==> config.mk <==
export PLATFORM = sky130hd
export DESIGN_NAME = chu_spi_slave_core
export DESIGN_NICKNAME = d
export VERILOG_FILES = /design/src/rtl/chu_spi_slave_core.sv
export SDC_FILE = /design/constraint.sdc
export NUM_CORES = 1
export LEC_CHECK = 0
export ABC_AREA = 0
export BUFFER_PORTS_ARGS = -buffer_cell sky130_fd_sc_hd__buf_4
export CORE_ASPECT_RATIO = 0.75
export CORE_MARGIN = 4
export CORE_UTILIZATION = 45
export CTS_BUF_LIST = sky130_fd_sc_hd__clkbuf_8 sky130_fd_sc_hd__clkbuf_16
export DETAILED_ROUTE_END_ITERATION = 8
export PLACE_DENSITY = 0.79
export REMOVE_ABC_BUFFERS = 1
export SYNTH_ARGS = -nofsm -noshare
export SYNTH_HDL_FRONTEND = slang
export SYNTH_SLANG_ARGS = --single-unit
==> constraint.sdc <==
create_clock -name clk -period 2.4 [get_ports clk]
set_input_delay 0.12 -clock clk [delete_from_list [all_inputs] [get_ports clk]]
set_output_delay 0.12 -clock clk [all_outputs]
set_load 0.02 [all_outputs]
==> src/rtl/chu_spi_slave_core.sv <==
// rtl/chu_spi_slave_core.sv - SPI peripheral (slave) MMIO slot core, all four CPOL/CPHA modes
module chu_spi_slave_core (
    input  logic        clk,
    input  logic        reset,
    input  logic        cs,
    input  logic        read,
    input  logic        write,
    input  logic [4:0]  addr,
    input  logic [31:0] wr_data,
    output logic [31:0] rd_data,
    input  logic        spi_sclk,
    input  logic        spi_mosi,
    input  logic        spi_ss_n,
    output logic        spi_miso,
    output logic        spi_miso_en
);
    // sclk and mosi get three stages so mosi stays aligned with the sclk edge detector
    logic [2:0] sclk_sync;
    logic [2:0] mosi_sync;
    logic [1:0] ss_sync;

    logic [2:0] ctrl;
    logic [7:0] tx_buf;
    logic       tx_full;
    logic [7:0] rx_data;
    logic       rx_valid;
    logic       overrun;
    logic [7:0] tx_shreg;
    logic [7:0] rx_shreg;
    logic [2:0] bit_cnt;
    logic       ss_active_q;
    logic       act_cpol;
    logic       act_cpha;

    logic ss_active, ss_rise, ss_fall, in_frame;
    logic sclk_rise, sclk_fall, lead, trail;
    logic sample, shift, load_now, complete;
    logic wr_tx, wr_stat, wr_ctrl, pop, ov_clr;
    logic unused_bits;

    assign unused_bits = ^{read, addr[4:2], wr_data[31:8]};

    assign ss_active = ~ss_sync[1] & ctrl[2];
    assign ss_rise   = ss_active & ~ss_active_q;
    assign ss_fall   = ~ss_active & ss_active_q;
    assign in_frame  = ss_active & ss_active_q;

    assign sclk_rise = sclk_sync[1] & ~sclk_sync[2];
    assign sclk_fall = ~sclk_sync[1] & sclk_sync[2];
    assign lead      = act_cpol ? sclk_fall : sclk_rise;
    assign trail     = act_cpol ? sclk_rise : sclk_fall;

    // cpha selects which edge samples mosi and which one advances miso
    assign sample   = in_frame & (act_cpha ? trail : lead);
    assign shift    = in_frame & (act_cpha ? lead : trail);
    assign load_now = (ss_rise & ~ctrl[1]) | (shift & (bit_cnt == 3'd0));
    assign complete = sample & (bit_cnt == 3'd7);

    assign wr_tx   = cs & write & (addr[1:0] == 2'b01);
    assign wr_stat = cs & write & (addr[1:0] == 2'b10);
    assign wr_ctrl = cs & write & (addr[1:0] == 2'b11);
    assign pop     = wr_stat & wr_data[0];
    assign ov_clr  = wr_stat & wr_data[1];

    assign rd_data     = {20'b0, ss_active, overrun, tx_full, rx_valid, rx_data};
    assign spi_miso    = tx_shreg[7];
    assign spi_miso_en = ss_active;

    // Bring the asynchronous SPI pins into the clk domain
    always_ff @(posedge clk) begin
        if (reset) begin
            sclk_sync <= 3'b000;
            mosi_sync <= 3'b000;
            ss_sync   <= 2'b11;
        end else begin
            sclk_sync <= {sclk_sync[1:0], spi_sclk};
            mosi_sync <= {mosi_sync[1:0], spi_mosi};
            ss_sync   <= {ss_sync[0], spi_ss_n};
        end
    end

    // Register file: control, transmit holding buffer and receive status
    always_ff @(posedge clk) begin
        if (reset) begin
            ctrl     <= 3'b000;
            tx_buf   <= 8'h00;
            tx_full  <= 1'b0;
            rx_data  <= 8'h00;
            rx_valid <= 1'b0;
            overrun  <= 1'b0;
        end else begin
            if (wr_ctrl)
                ctrl <= wr_data[2:0];
            if (wr_tx)
                tx_buf <= wr_data[7:0];
            // a write coinciding with a load still leaves the new byte pending
            if (wr_tx)
                tx_full <= 1'b1;
            else if (load_now)
                tx_full <= 1'b0;
            if (complete)
                rx_data <= {rx_shreg[6:0], mosi_sync[2]};
            // completion beats a simultaneous pop
            if (complete)
                rx_valid <= 1'b1;
            else if (pop)
                rx_valid <= 1'b0;
            if (complete & rx_valid & ~pop)
                overrun <= 1'b1;
            else if (ov_clr)
                overrun <= 1'b0;
        end
    end

    // Frame engine: bit counter, shift registers and per-frame mode latch
    always_ff @(posedge clk) begin
        if (reset) begin
            ss_active_q <= 1'b0;
            act_cpol    <= 1'b0;
            act_cpha    <= 1'b0;
            bit_cnt     <= 3'd0;
            rx_shreg    <= 8'h00;
            tx_shreg    <= 8'hFF;
        end else begin
            ss_active_q <= ss_active;
            if (ss_rise) begin
                act_cpol <= ctrl[0];
                act_cpha <= ctrl[1];
            end
            if (ss_rise | ss_fall)
                bit_cnt <= 3'd0;
            else if (sample)
                bit_cnt <= bit_cnt + 3'd1;
            if (sample)
                rx_shreg <= {rx_shreg[6:0], mosi_sync[2]};
            if (ss_fall)
                tx_shreg <= 8'hFF;
            else if (load_now)
                tx_shreg <= tx_full ? tx_buf : 8'hFF;
            else if (shift)
                tx_shreg <= {tx_shreg[6:0], 1'b0};
        end
    end
endmodule

Yosys cells after proc, flatten, opt, wreduce, memory -nomap -nowiden
Index checks and enable logic that the tools add are counted.
Word-level totals
  register bits after elaboration: 51
  bits in latches: 0
  memory bits (writable): 0
  memory bits (read-only): 0
  output and inout port bits: 34
  memories: 0
Cells by class
  add/sub/neg operators: 1
  multipliers: 0
  div/mod/pow operators: 0
  order comparisons: 0
  eq/ne operators: 4
  shift operators: 0
  mux-type cells: 13
  bitwise gates (word level): 28
  reductions and logical operators: 7
Operators by type and width (count)
  two-way mux 8 bit: 3
  bitwise AND 1 bit: 19
  two-way mux 1 bit: 10
  nonzero test 2 bit: 4
  NOT 1 bit: 7
  == test 2 bit (second input constant): 2
  OR reduction 2 bit: 2
  adder 3 x 1 -> 3 bit (second input constant): 1
  == test 3 bit (second input constant): 1
  zero test 3 bit: 1
  == test 2 x 1 -> 1 bit (second input constant): 1
  bitwise OR 1 bit: 2

Longest topological paths before layout
  word-level depth: 9
  gate-level depth with buffers: 8
  depth with buffers taken out: 6

Worst setup path before layout
Ideal clock, no wire load.
  path kind: register to register
  start: reg ctrl[2]
  end: reg tx_shreg[0]
  setup time: 0.120 ns
  data arrival time: 2.204 ns
  data required time: 2.280 ns
  setup slack: 0.076 ns
  cell stages (with the launch flop): 9
  path buffers: 2
  clock period less this slack: 2.324 ns
  path through: dfxtp_1 -> nor2b_1 -> ha_1 -> clkbuf_1 -> nand3b_1 -> mux2_4 -> and2_4 -> buf_6 -> a211o_1
Between the ends
  word-level cells in the longest chain between the ends: 6
  elaborated cells between the ends (all ways): 12
Ends and longest elaborated chain
  start, declared: line 22  | logic [2:0] ctrl;
  start signal, assigned: line 93  | ctrl <= wr_data[2:0];
  bitwise AND 1 bit *: line 43  | assign ss_active = ~ss_sync[1] & ctrl[2];
  named net spi_miso_en: line 15  | output logic spi_miso_en
  bitwise AND 1 bit: line 46  | assign in_frame = ss_active & ss_active_q;
  bitwise AND 1 bit: line 55  | assign shift = in_frame & (act_cpha ? lead : trail);
  bitwise AND 1 bit: line 56  | assign load_now = (ss_rise & ~ctrl[1]) | (shift & (bit_cnt == 3'd0));
  bitwise OR 1 bit: line 56
  two-way mux 8 bit / nonzero test 2 bit (equally long branches)
  end signal, assigned: line 139  | tx_shreg <= tx_full ? tx_buf : 8'hFF;
  end signal, assigned: line 141  | tx_shreg <= {tx_shreg[6:0], 1'b0};
  end, declared: line 28  | logic [7:0] tx_shreg;
Mark *: on every way through the listed nets, which the timed path passes. The rest lies on a longest branch.
A chain may end at the register's enable or synchronous reset.

Worst setup path after layout
  start: reg ctrl[2]
  end: reg tx_shreg[0]
Between the ends
  word-level cells in the longest chain between the ends: 6
  elaborated cells between the ends (all ways): 12
Ends and longest elaborated chain (line)
  bitwise AND 1 bit *: 43
  bitwise AND 1 bit: 46
  bitwise AND 1 bit: 55
  bitwise AND 1 bit: 56
  bitwise OR 1 bit: 56
  two-way mux 8 bit / nonzero test 2 bit (equally long branches)
Mark *: on every way between the ends. The rest lies on a longest branch, timed or not.

==> results by stage <==
Status:
- The flow ran to the end, and the final reports show no timing, DRC or antenna violations.

Pwr:
- The switching part of the total power is 0.2167.
- The part of the total power dissipated in combinational logic is 0.061.
- The part of the power in registers is 0.550.
- In this run the static leakage power is ~1.1 nW.
- The net switching component of the power is approximately 340 uW.
- The worst-case IR drop observed on VDD is 0.4107 mV.
- Internal power comes to 1.229 mW.
- The share of total power dissipated in the clock network is 0.389.
- The power density of the placed cells is 607.1 mW/mm2.

Critical path:
- The largest single stage delay on the critical path is about 0.40 ns.
- The destination of the critical timing path is tx_shreg[0].
- The critical path runs through a total of 6 cells.
- Along the worst path, the maximum fanout reaches 10.
- The timing startpoint of the critical path is ctrl[2].
- For the worst setup path, the data required time is 2.60 ns.
- The worst register-to-register path ends at tx_shreg[0].
- The startpoint class of the critical path is a register.
- STA classifies the critical path endpoint as a register.
- The sum of buffers and inverters on the critical path is 0.
- The worst register-to-register path begins at ctrl[2].
- The category of the most critical setup path is register to register.
- The setup check on the worst reg-to-reg path leaves a slack of roughly 0.41 ns.
- Traced cell by cell, the critical path runs through nor2b_1 -> ha_1 -> nand3b_1 -> mux2_4 -> and2_4 -> a211o_1.
- The kind of cell with the highest combined delay along the critical path is simple AND/OR/NAND/NOR gates.
- The slowest stage cell on the critical path is ha_1.
- The cell count of the worst reg-to-reg path is 6.
- The arrival time of data at the critical path endpoint is ~2.2 ns.

Logic synthesis:
- Counting flops with a built-in enable in the synthesized netlist gives 0.
- The average footprint of a synthesized cell is between 9 and 10 um2.
- By count the netlist is led by dfxtp_1, mux2i_1, buf_4, nand2_1, nand2b_1.
- The number of instances in the synthesized netlist is 242.
- The most frequently used flop master after synthesis is dfxtp_1.
- The area share of the largest cell type after synthesis is 0.4457.
- In this run the cell area of the synthesized design comes to between 0.002 and 0.0025 mm2.
- The most common cell in the netlist is dfxtp_1.
- Sorting the synthesized cells by area gives the leading types as dfxtp_1, mux2i_1, buf_4.
- Of the synthesized area, sequential elements account for 0.4457.
- The largest total area in the synthesized netlist belongs to dfxtp_1.
- The post-synthesis cell type count is 34.
- The Yosys warning count is 0.
- Synthesis inferred 51 register bits.
- In the synthesized netlist the async set-or-reset flop fraction comes to 0.

Routing:
- Wire segments on met2 add up to around 1800 um in the final route.
- In this run the remaining antenna-violating nets after routing total 0.
- After detailed routing, the number of remaining DRC violations is 0.
- Summing over every cut layer, the via total after detailed routing is between 1500 and 2000.
- After detailed routing, the average wire length per cell comes to roughly 12 um.
- The post-detailed-routing wire length is 4078 um.
- The average via count per standard cell is slightly below 5.
- The wire length on met1 is roughly 2000 um.
- The uppermost layer routed is met4.
- The initial DRC count is 120.
- For this run, the detailed router's first-pass iteration total came to 4.
- The met3 layer wire length in the routed design is between 200 and 250 um.

Clocking:
- The clock passes through at most 2 buffers.
- The CTS tree is yes.
- Clock tree synthesis inserted a total of 5 buffers.
- The count of H-tree levels built during CTS is 2.
- Counting every sink on the clock net gives approximately 50.
- After clock tree synthesis, the clock-pin slew on the worst setup and hold paths is roughly 0.090 ns.
- The number of instances resized during post-cts repair is 0.
- Clock tree synthesis selected as its root buffer the cell clkbuf_8.
- For the worst-skew pair, the clock arrives at the later sink with an insertion delay of 0.30 ns.

STA:
- The tightest hold path in the finished design has a slack of between 0.015 and 0.02 ns.
- Setup slack on the critical path of the routed design comes to 0.4143 ns.
- For the final routed database, the setup TNS stands at 0 ns.
- The final number of max-transition violations came to 0.
- The fraction of the cycle the final worst path needs is 0.8274.
- The number of hold violations in the final report is 0.
- The largest clock skew in the final design is about 0.0063 ns.
- The final critical delay including setup and external delays is 1.986 ns.
- For the pin with the worst max-slew slack, the measured transition is between 0.5 and 0.6 ns.
- The timing-limited maximum frequency is around 500 MHz.
- Setup violations remaining at the end of the flow were counted as 0.
- The worst pin sits at a relative slew slack of 0.6487.
- Setup repair after global routing left no endpoint under its margin.

GRT:
- The initial antenna violation count is 0.
- The first global-routing pass estimated 7113 um of wire.
- The overall routing resource usage is 0.1368.
- The number of global-route vias before repair was 1564.
- Entering global routing, the biggest net connects 44 pins.
- The global-route congestion overflow total is 0.

Floorplanning:
- The die covers ~0.0063 mm2.
- The initialized floorplan defines 22 standard-cell rows.
- The number of top-level pins is just under 80.
- For this configuration, the core starts out at a cell density of 0.4676.
- The die is ~90 um wide.
- The core region is 0.004900 mm2.
- The die span in y is about 70 um.

Placed design:
- The worst slack at placement is roughly 0.43 ns.
- The placed wire-length estimate after detailed placement is between 2000 and 3000 um.
- Port buffering added 30 buffers.
- Routability-driven placement finished with a final weighted congestion of 0.7471.
- Once placement finished, the instance area stood at 0.002456 mm2.

Hold path:
- In this run the worst hold path is classified as primary input to register.
- Along the worst hold path, the cell count comes to 2.

Finish:
- The antenna diode count is 0.
- Compared with the post-synthesis result, the final layout area differs by 12.78%.
- The finished cells cover roughly 0.0026 mm2.
- In the final design database the tool counted between 300 and 400 nets.
- The share of layout cells above drive strength 1 is 0.1784.

Flow run:
- The number of maximum-capacitance constraint violations is 0.
logic make-up after synthesis:
| family | count (synthesis) | share of synthesized area |
|---|---|---|
| adders and majority gates | 6 | 0.03277 |
| other | 1 | 0.001637 |
| xor gates and xnor gates | 1 | 0.007102 |
| DFF | 51 | 0.4457 |
| AOI/OAI and AO/OA | 32 | 0.07919 |
| and+or+nand+nor | 84 | 0.1928 |
| muxes | 29 | 0.1344 |
| buffers and inverters | 38 | 0.1065 |
metrics by stage:
| step | cells | utilization | total power, mW |
|---|---|---|---|
| 6_report | 329 | 0.5273 | 1.569 |
| 3_3_place_gp | 320 | 0.5013 | 0.9744 |
| 3_5_place_dp | 320 | 0.5013 | 0.9760 |
| 2_1_floorplan | 227 | - | 0.9360 |
| 5_1_grt | 329 | 0.5273 | 1.625 |
| 4_1_cts | 329 | 0.5273 | 1.584 |
registers in the layout, indices dropped and copies added, names as in the netlist, 2 cells and up:
name       cells
ss_sync        2
tx_shreg       8
ctrl           3
mosi_sync      3
sclk_sync      3
rx_data        8
tx_buf         8
bit_cnt        3
rx_shreg       7
worst reg2reg max path: cells and delay by family (launching register included):
family | cells | cell delay (ns)
AO/OA/AOI/OAI | 1 | 0.28
adder cells (fa/ha/maj) | 1 | 0.40
multiplexers | 1 | 0.34
flip-flops | 1 | 0.33
AND/OR/NAND/NOR | 3 | 0.53
metal layers:
layer  vias up  GRT usage
met4         0    0.06791
li1        820          -
met3         8    0.02386
met1       733     0.1876
met5         -          0
met2        48     0.2070
cell type report:
type / instances / area [um2]
Tap cell: 60 / 75.07
Timing Repair Buffer: 34 / 257.7
Inverter: 4 / 15.01
Clock inverter: 2 / 35.03
Clock buffer: 6 / 82.58
Fill cell: 459 / 2316
Multi-Input combinational cell: 172 / 1097
Sequential cell: 51 / 1021
what timing repair did:
item                      in CTS  in global routing
setup buffers                  0                  0
hold buffers                   1                  0
hold endpoints to repair       1                  0
worst min path at each step:
stage	endpoint	slack [ns]	startpoint
2_1_floorplan	tx_buf[0]	0.19	reset
3_3_place_gp	ss_sync[0]	0.31	spi_ss_n
3_5_place_dp	ss_sync[0]	0.31	spi_ss_n
4_1_cts	sclk_sync[0]	0.01	spi_sclk
5_1_grt	sclk_sync[0]	0.02	spi_sclk
6_report	sclk_sync[0]	0.02	spi_sclk
power by group through the flow:
| stage | Sequential [mW] | Clock (mW) | Combinational [mW] |
|---|---|---|---|
| finish | 0.862 | 0.610 | 0.0959 |
| global route | 0.864 | 0.654 | 0.107 |
| CTS | 0.862 | 0.626 | 0.0954 |
| detailed placement | 0.882 | 0 | 0.0938 |
| global placement | 0.882 | 0 | 0.0928 |
| floorplan | 0.881 | 0 | 0.0548 |
placed cells by master (no fill, tap or decap), types with 2 or more instances in the layout:
cell type	count
buf_4	33
inv_1	4
dfxtp_1	51
o21ai_1	3
nand4_1	4
mux2i_1	27
nor2_1	17
o21ai_0	8
a21oi_1	10
ha_1	6
nand2b_1	18
conb_1	20
a31oi_1	7
nor2b_1	9
nand4b_1	3
nand2_1	22
nand3b_1	2
clkbuf_8	6
or2_2	3
(Power assumes the default switching activity.)
